File: src/rtl/pipelined_cla_addsub.sv
// Purpose : pipelined carry-lookahead adder/subtractor, one WIDTH/STAGES-bit slice per stage.
// Latency : STAGES cycles from input transfer to out_valid; one operation per cycle when flowing.
// Backpr. : stall = out_valid && !out_ready freezes every stage; in_ready = !stall (combinational).
//
// Ports:
//   clk, rst_n              clock, synchronous active-low reset
//   in_valid/in_ready       operand handshake for A, B, cin, sub
//   A, B, cin, sub          operands; sub=1 inverts B (A-B needs cin=1)
//   out_valid/out_ready     result handshake
//   sum, cout, ovf, zero    registered result and flags; hold their value while out_valid=0
module pipelined_cla_addsub #(
   parameter int WIDTH  = 32,
   parameter int STAGES = 2,
   parameter int GROUP  = 4
) (
   input  logic             clk,
   input  logic             rst_n,
   input  logic             in_valid,
   output logic             in_ready,
   input  logic [WIDTH-1:0] A,
   input  logic [WIDTH-1:0] B,
   input  logic             cin,
   input  logic             sub,
   output logic             out_valid,
   input  logic             out_ready,
   output logic [WIDTH-1:0] sum,
   output logic             cout,
   output logic             ovf,
   output logic             zero
);

   localparam int SW = WIDTH / STAGES;   // slice width
   localparam int NG = SW / GROUP;       // lookahead groups per slice
   // Skewed B operand: stage k keeps the (STAGES-1-k) slices it has not yet consumed,
   // packed back to back in one triangular bus.
   localparam int BW = (STAGES > 1) ? SW * STAGES * (STAGES - 1) / 2 : 1;

   function automatic int boff(input int k);
      int o;
      o = 0;
      for (int j = 0; j < k; j++) o += (STAGES - 1 - j) * SW;
      return o;
   endfunction

   // Two-level CLA over one slice: bit P/G -> group P/G -> group carries -> bit carries.
   // Returns {carry out, sum}.
   function automatic logic [SW:0] cla_slice(input logic [SW-1:0] a, input logic [SW-1:0] b,
                                             input logic ci);
      logic [SW-1:0] p, g, c;
      logic [NG-1:0] gp, gg;
      logic [NG:0]   gc;
      logic          acc, pp;
      p = a ^ b;
      g = a & b;
      for (int j = 0; j < NG; j++) begin
         acc = 1'b0;
         pp  = 1'b1;
         for (int i = GROUP - 1; i >= 0; i--) begin
            acc = acc | (g[j*GROUP+i] & pp);
            pp  = pp & p[j*GROUP+i];
         end
         gg[j] = acc;
         gp[j] = pp;
      end
      // Second-level lookahead: each group carry is a flat sum of products over the groups below.
      gc[0] = ci;
      for (int j = 1; j <= NG; j++) begin
         acc = 1'b0;
         pp  = 1'b1;
         for (int i = j - 1; i >= 0; i--) begin
            acc = acc | (gg[i] & pp);
            pp  = pp & gp[i];
         end
         gc[j] = acc | (pp & ci);
      end
      for (int j = 0; j < NG; j++) begin
         for (int k = 0; k < GROUP; k++) begin
            acc = 1'b0;
            pp  = 1'b1;
            for (int i = k - 1; i >= 0; i--) begin
               acc = acc | (g[j*GROUP+i] & pp);
               pp  = pp & p[j*GROUP+i];
            end
            c[j*GROUP+k] = acc | (pp & gc[j]);
         end
      end
      return {gc[NG], p ^ c};
   endfunction

   logic                           stall;
   logic [WIDTH-1:0]               beff;
   logic [STAGES-1:0]              v_q, v_d;
   logic [STAGES-1:0]              c_q, c_d;
   // w_q[k] = {A bits not yet summed, sum bits already produced}; becomes the full sum at the end.
   logic [STAGES-1:0][WIDTH-1:0]   w_q, w_d;
   logic [BW-1:0]                  b_q, b_d;
   logic                           ovf_q, ovf_d, zero_q, zero_d;

   assign beff  = B ^ {WIDTH{sub}};
   assign stall = v_q[STAGES-1] & ~out_ready;

   if (STAGES == 1) begin : g_nob
      assign b_d = 1'b0;
   end

   for (genvar k = 0; k < STAGES; k++) begin : g_stage
      localparam logic [WIDTH-1:0] MASK = WIDTH'({SW{1'b1}}) << (k * SW);
      logic [WIDTH-1:0] w_in;
      logic [SW-1:0]    a_s, b_s;
      logic             ci_s;
      logic [SW:0]      res;

      if (k == 0) begin : g_in
         assign w_in    = A;
         assign b_s     = beff[SW-1:0];
         assign ci_s    = cin;
         assign v_d[0]  = in_valid;
         if (STAGES > 1) begin : g_fwd
            assign b_d[boff(0) +: (STAGES-1)*SW] = beff[WIDTH-1:SW];
         end
      end else begin : g_mid
         assign w_in    = w_q[k-1];
         assign b_s     = b_q[boff(k-1) +: SW];
         assign ci_s    = c_q[k-1];
         assign v_d[k]  = v_q[k-1];
         if (k < STAGES - 1) begin : g_fwd
            assign b_d[boff(k) +: (STAGES-1-k)*SW] = b_q[boff(k-1)+SW +: (STAGES-1-k)*SW];
         end
      end

      assign a_s    = w_in[k*SW +: SW];
      assign res    = cla_slice(a_s, b_s, ci_s);
      assign c_d[k] = res[SW];
      assign w_d[k] = (w_in & ~MASK) | (WIDTH'(res[SW-1:0]) << (k * SW));

      if (k == STAGES - 1) begin : g_last
         // Carry into the MSB is recovered as sum ^ a ^ b at that bit.
         assign ovf_d  = (res[SW-1] ^ a_s[SW-1] ^ b_s[SW-1]) ^ res[SW];
         assign zero_d = ~|w_d[k];
      end
   end

   always_ff @(posedge clk) begin
      if (!rst_n) begin
         v_q    <= '0;
         c_q    <= '0;
         w_q    <= '0;
         b_q    <= '0;
         ovf_q  <= 1'b0;
         zero_q <= 1'b0;
      end else if (!stall) begin
         v_q <= v_d;
         b_q <= b_d;
         // Data registers load only with a valid operation so the outputs keep their last result.
         for (int k = 0; k < STAGES; k++) begin
            if (v_d[k]) begin
               w_q[k] <= w_d[k];
               c_q[k] <= c_d[k];
            end
         end
         if (v_d[STAGES-1]) begin
            ovf_q  <= ovf_d;
            zero_q <= zero_d;
         end
      end
   end

   assign in_ready  = ~stall;
   assign out_valid = v_q[STAGES-1];
   assign sum       = w_q[STAGES-1];
   assign cout      = c_q[STAGES-1];
   assign ovf       = ovf_q;
   assign zero      = zero_q;

endmodule

File: config.mk
export PLATFORM = sky130hd
export DESIGN_NAME = pipelined_cla_addsub
export DESIGN_NICKNAME = d
export VERILOG_FILES = /design/src/rtl/pipelined_cla_addsub.sv
export SDC_FILE = /design/constraint.sdc
export NUM_CORES = 1
export LEC_CHECK = 0
export ABC_AREA = 1
export BUFFER_PORTS_ARGS = -buffer_cell sky130_fd_sc_hd__buf_2
export CAP_MARGIN = 30
export CORE_ASPECT_RATIO = 2
export CORE_MARGIN = 2
export CORE_UTILIZATION = 40
export CTS_BUF_LIST = sky130_fd_sc_hd__clkbuf_4 sky130_fd_sc_hd__clkbuf_8 sky130_fd_sc_hd__clkbuf_16
export CTS_CLUSTER_DIAMETER = 200
export DETAILED_ROUTE_END_ITERATION = 12
export PLACE_DENSITY = 0.64
export RECOVER_POWER = 50
export SYNTH_ARGS = -nofsm -noshare
export SYNTH_HDL_FRONTEND = slang
export SYNTH_SLANG_ARGS = --single-unit
File: constraint.sdc
create_clock -name clk -period 2.7 [get_ports clk]
set_input_delay 0.54 -clock clk [delete_from_list [all_inputs] [get_ports clk]]
set_output_delay 0.54 -clock clk [all_outputs]
set_load 0.01 [all_outputs]
==> metrics.md <==
| Metric | Value |
|---|---|
| PwrDens | 631.1 nW/µm² |
| Final HPWL DP | 10.96 mm |
| Most frequent cells in the layout | 82 x nor2_1, 79 x dfxtp_1, 77 x nand2_1, 77 x buf_2, 70 x inv_1 |
| Peak VDD IR | 0.6071 mV |
| CTS tree | yes |
| Critical-path cell list | ha_4, nand2_1, nand2_1, nor2_1, nand2_1, inv_1, nand3_2, fa_1, nor2_1, nand3_1, nor2_2, nand2_1, nor2_2, nand4_1, nor2_1, nand2_1, nor2_1, nand4_1, a21oi_1 |
| Violated checks | capacitance limit, slew limit, setup timing |
| Critical path class | flop to flop |
| Synth top area share | 35.27% |
| Global-route wire length before repair | 21.78 mm |
| Placed insts | 924 |
| Worst-Skew Late Latency | 0.35 ns |
| Slew headroom | -2.257% |
| Port bufs | 106 |
| Post-DR wirelength/cell | 14.79 µm |
| Register area | 1730 µm² |
| Hold Path Class | input pin to flop |
| Critical Path Max Stage Delay | 0.48 ns |
| Final Setup Violations | 1 |
| DRC errors left | 0 |
| Reg2Reg Launch Point | b_q[7] |
| Cts bufs inserted | 9 |
| Post-synth cell types | 34 |
| Number of synthesized register bits | 86 |
| Largest net degree at the start of global routing | 45 |
| Post-synthesis average cell area | 7.452 µm² |
| # Post-CTS Setup Buffers | 0 |
| Most common cell after layout, fill and taps aside | nor2_1 |
| Pins Over Slew Limit | 35 |
| Area of the multi-input gates | 2865 µm² |
| Design Power | 3.946 mW |
| Via count | 4,731 |
| Min Tclk post-route | 2.772 ns |
| Synth area leader | dfxtp_1 |
| F_max | 360.8 MHz |
| Setup crit end kind | flop |
| Synth Flop Type | dfxtp_1 |
| Ranking of synthesized cells by area | dfxtp_1 35%, ha_1 8.2%, o21ai_0 7.0% |
| Hold Startpoint | A[25] |
| CP most frequent cell | nand2_1 |
| EDFF count, synth | 0 |
| Critical-path top delay cell | fa_1 |
| Post-route ant nets | 0 |
| CP delay by family, top | simple AND/OR/NAND/NOR gates |
| Critical Path Start | b_q[7] |
| Row count | 57 |
| Detailed-route vias per instance | 5.033 |
| GR Util All Layers | 21.78% |
| Pre-antenna DRT Iters | 4 |
| Vias in the first global route | 4,664 |
| Placement Setup Slack | -0.2330 ns |
| RD Place Congestion | 0.8963 |
| Final wirelength | 13.90 mm |
| Total die area | 13,160 µm² |
| Sequential-to-total area share from yosys stat | 35.27% |
| Area Growth Syn to Fin | 28.12% |
| Ant. Diodes | 0 |
| Worst-path clk slew | 0.07 ns |
| CTS Root Cell | clkbuf_16 |
| Antenna violations before repair | 0 |
| Core area | 12,050 µm² |
| CTS Sinks | 86 |
| Leak | 3.006 nW |
| Nets@finish | 898 |
| Initial DRC count | 139 |
| Outcome | finished, violations left |
| Buffer and inverter count on the worst path | 1 |
| I/O Pins | 107 |
| Share of cells above drive strength 1 | 21.94% |
| Synth warnings | 0 |
| Synth async-reset ratio | 0% |
| Required time of the critical path | 2.97 ns |
| Setup crit start kind | flop |
| Die H | 160.2 µm |
| Final WS setup | -0.07186 ns |
| Post-Syn Instances | 655 |
| Mapped Area | 4881 µm² |
| MaxCap Viol Count | 1 |
| H-tree depth | 3 |
| Initial Utilization | 40.50% |
| Final hold violations | 0 |
| Fin crit share | 102.7% |
| Chip Width | 82.11 µm |
| Mapped Nets | 765 |
| Clk buf depth | 2 |
| Post-Layout Cell Count | 940 |
| Worst-Margin Slew | 1.534 ns |
| Final Skew | 0.008739 ns |
| RSZ-0062 raised after global routing | yes |
| GR Overflow Total | 0 |
| Crit path DAT | 3.05 ns |
| Fill count | 1,241 |
| Critical path peak fanout | 5 |
cells in the mapped netlist (3+ instances only):
cell type	number
dfxtp_1	86
nor2_1	85
nand2_1	78
inv_1	70
o21ai_0	68
a21oi_1	64
nand3_1	36
ha_1	32
xnor2_1	29
clkbuf_1	20
xor2_1	15
nand4_1	11
nand2_2	9
fa_1	8
o211ai_1	8
buf_2	6
buf_1	4
nand3_2	4
a31oi_1	3
logic make-up after synthesis:
kind of cell	Yosys count	synth area share, %
DFF	86	35.27
xor gates and xnor gates	44	7.895
AOI/OAI and AO/OA	152	16.61
and+or+nand+nor	229	20.46
muxes	1	0.2051
adders and majority gates	40	11.48
buffers and inverters	103	8.075
metrics by stage:
stage / util, % / hold slack, ns / instance area [µm²] / setup TNS [ns]
after floorplan: - / 0.4413 / 4949 / 0
after global placement: 48.85 / 0.4522 / 5888 / -0.1642
after detailed placement: 48.85 / 0.4596 / 5888 / -0.4127
after CTS: 52.27 / 0.4459 / 6300 / -0.1010
after global routing: 51.88 / 0.4587 / 6254 / -0.4730
final: 51.88 / 0.4535 / 6254 / -0.07186
cell type report:
class	count	area share, %
Clock buffer	10	3.721
Clock inverter	6	1.881
Inverter	73	4.382
Multi-Input combinational cell	466	45.82
Sequential cell	86	27.67
Tap cell	147	2.941
Timing Repair Buffer	152	13.59
worst reg2reg max path, cell delays in order (launching register included):
cell	delay (ns)
dfxtp_2	0.34
ha_4	0.26
nand2_1	0.07
nand2_1	0.04
nor2_1	0.10
nand2_1	0.11
inv_1	0.08
nand3_2	0.11
fa_1	0.48
nor2_1	0.14
nand3_1	0.09
nor2_2	0.13
nand2_1	0.08
nor2_2	0.12
nand4_1	0.09
nor2_1	0.11
nand2_1	0.06
nor2_1	0.09
nand4_1	0.08
a21oi_1	0.14
where the power goes:
part,internal (mW),total (mW),switching (mW)
logic,0.453,1.03,0.582
registers,1.38,1.46,0.0729
clock network,0.924,1.45,0.530
layer usage:
metal | GRT usage [%] | share of wire [%] | vias up | wire length, µm
met4 | 9.924 | 3.2 | 0 | 449
met2 | 42.72 | 58 | 100 | 8078
met3 | 2.599 | 2.4 | 29 | 340
met1 | 21.13 | 36 | 2180 | 5035
li1 | - | - | 2422 | -
met5 | 0 | 0 | - | 0
path summary, 6_finish.rpt:
check,depth (start not counted),endpoint,slack [ns]
worst min-delay path,3,g_stage[1].w_in[25],0.45
worst max register to register,19,zero,-0.07
worst min register to register,2,g_stage[1].w_in[5],0.47
worst max-delay path,19,zero,-0.07
flip-flops by register name, indices dropped and copies added (netlist names):
name	count
c_q	2
ovf	1
zero	1
b_q	16
sum	32
g_stage.w_in	32
v_q	2
what timing repair did:
action / CTS / global route
endpoints found under the hold margin: 0 / 0
pin swaps: 0 / 0
endpoints found under the setup margin: 1 / 1
gates resized for setup: 11 / 4
cloned: 0 / 0
hold buffers: 0 / 0
No activity file was read; power rests on OpenSTA's default activity.
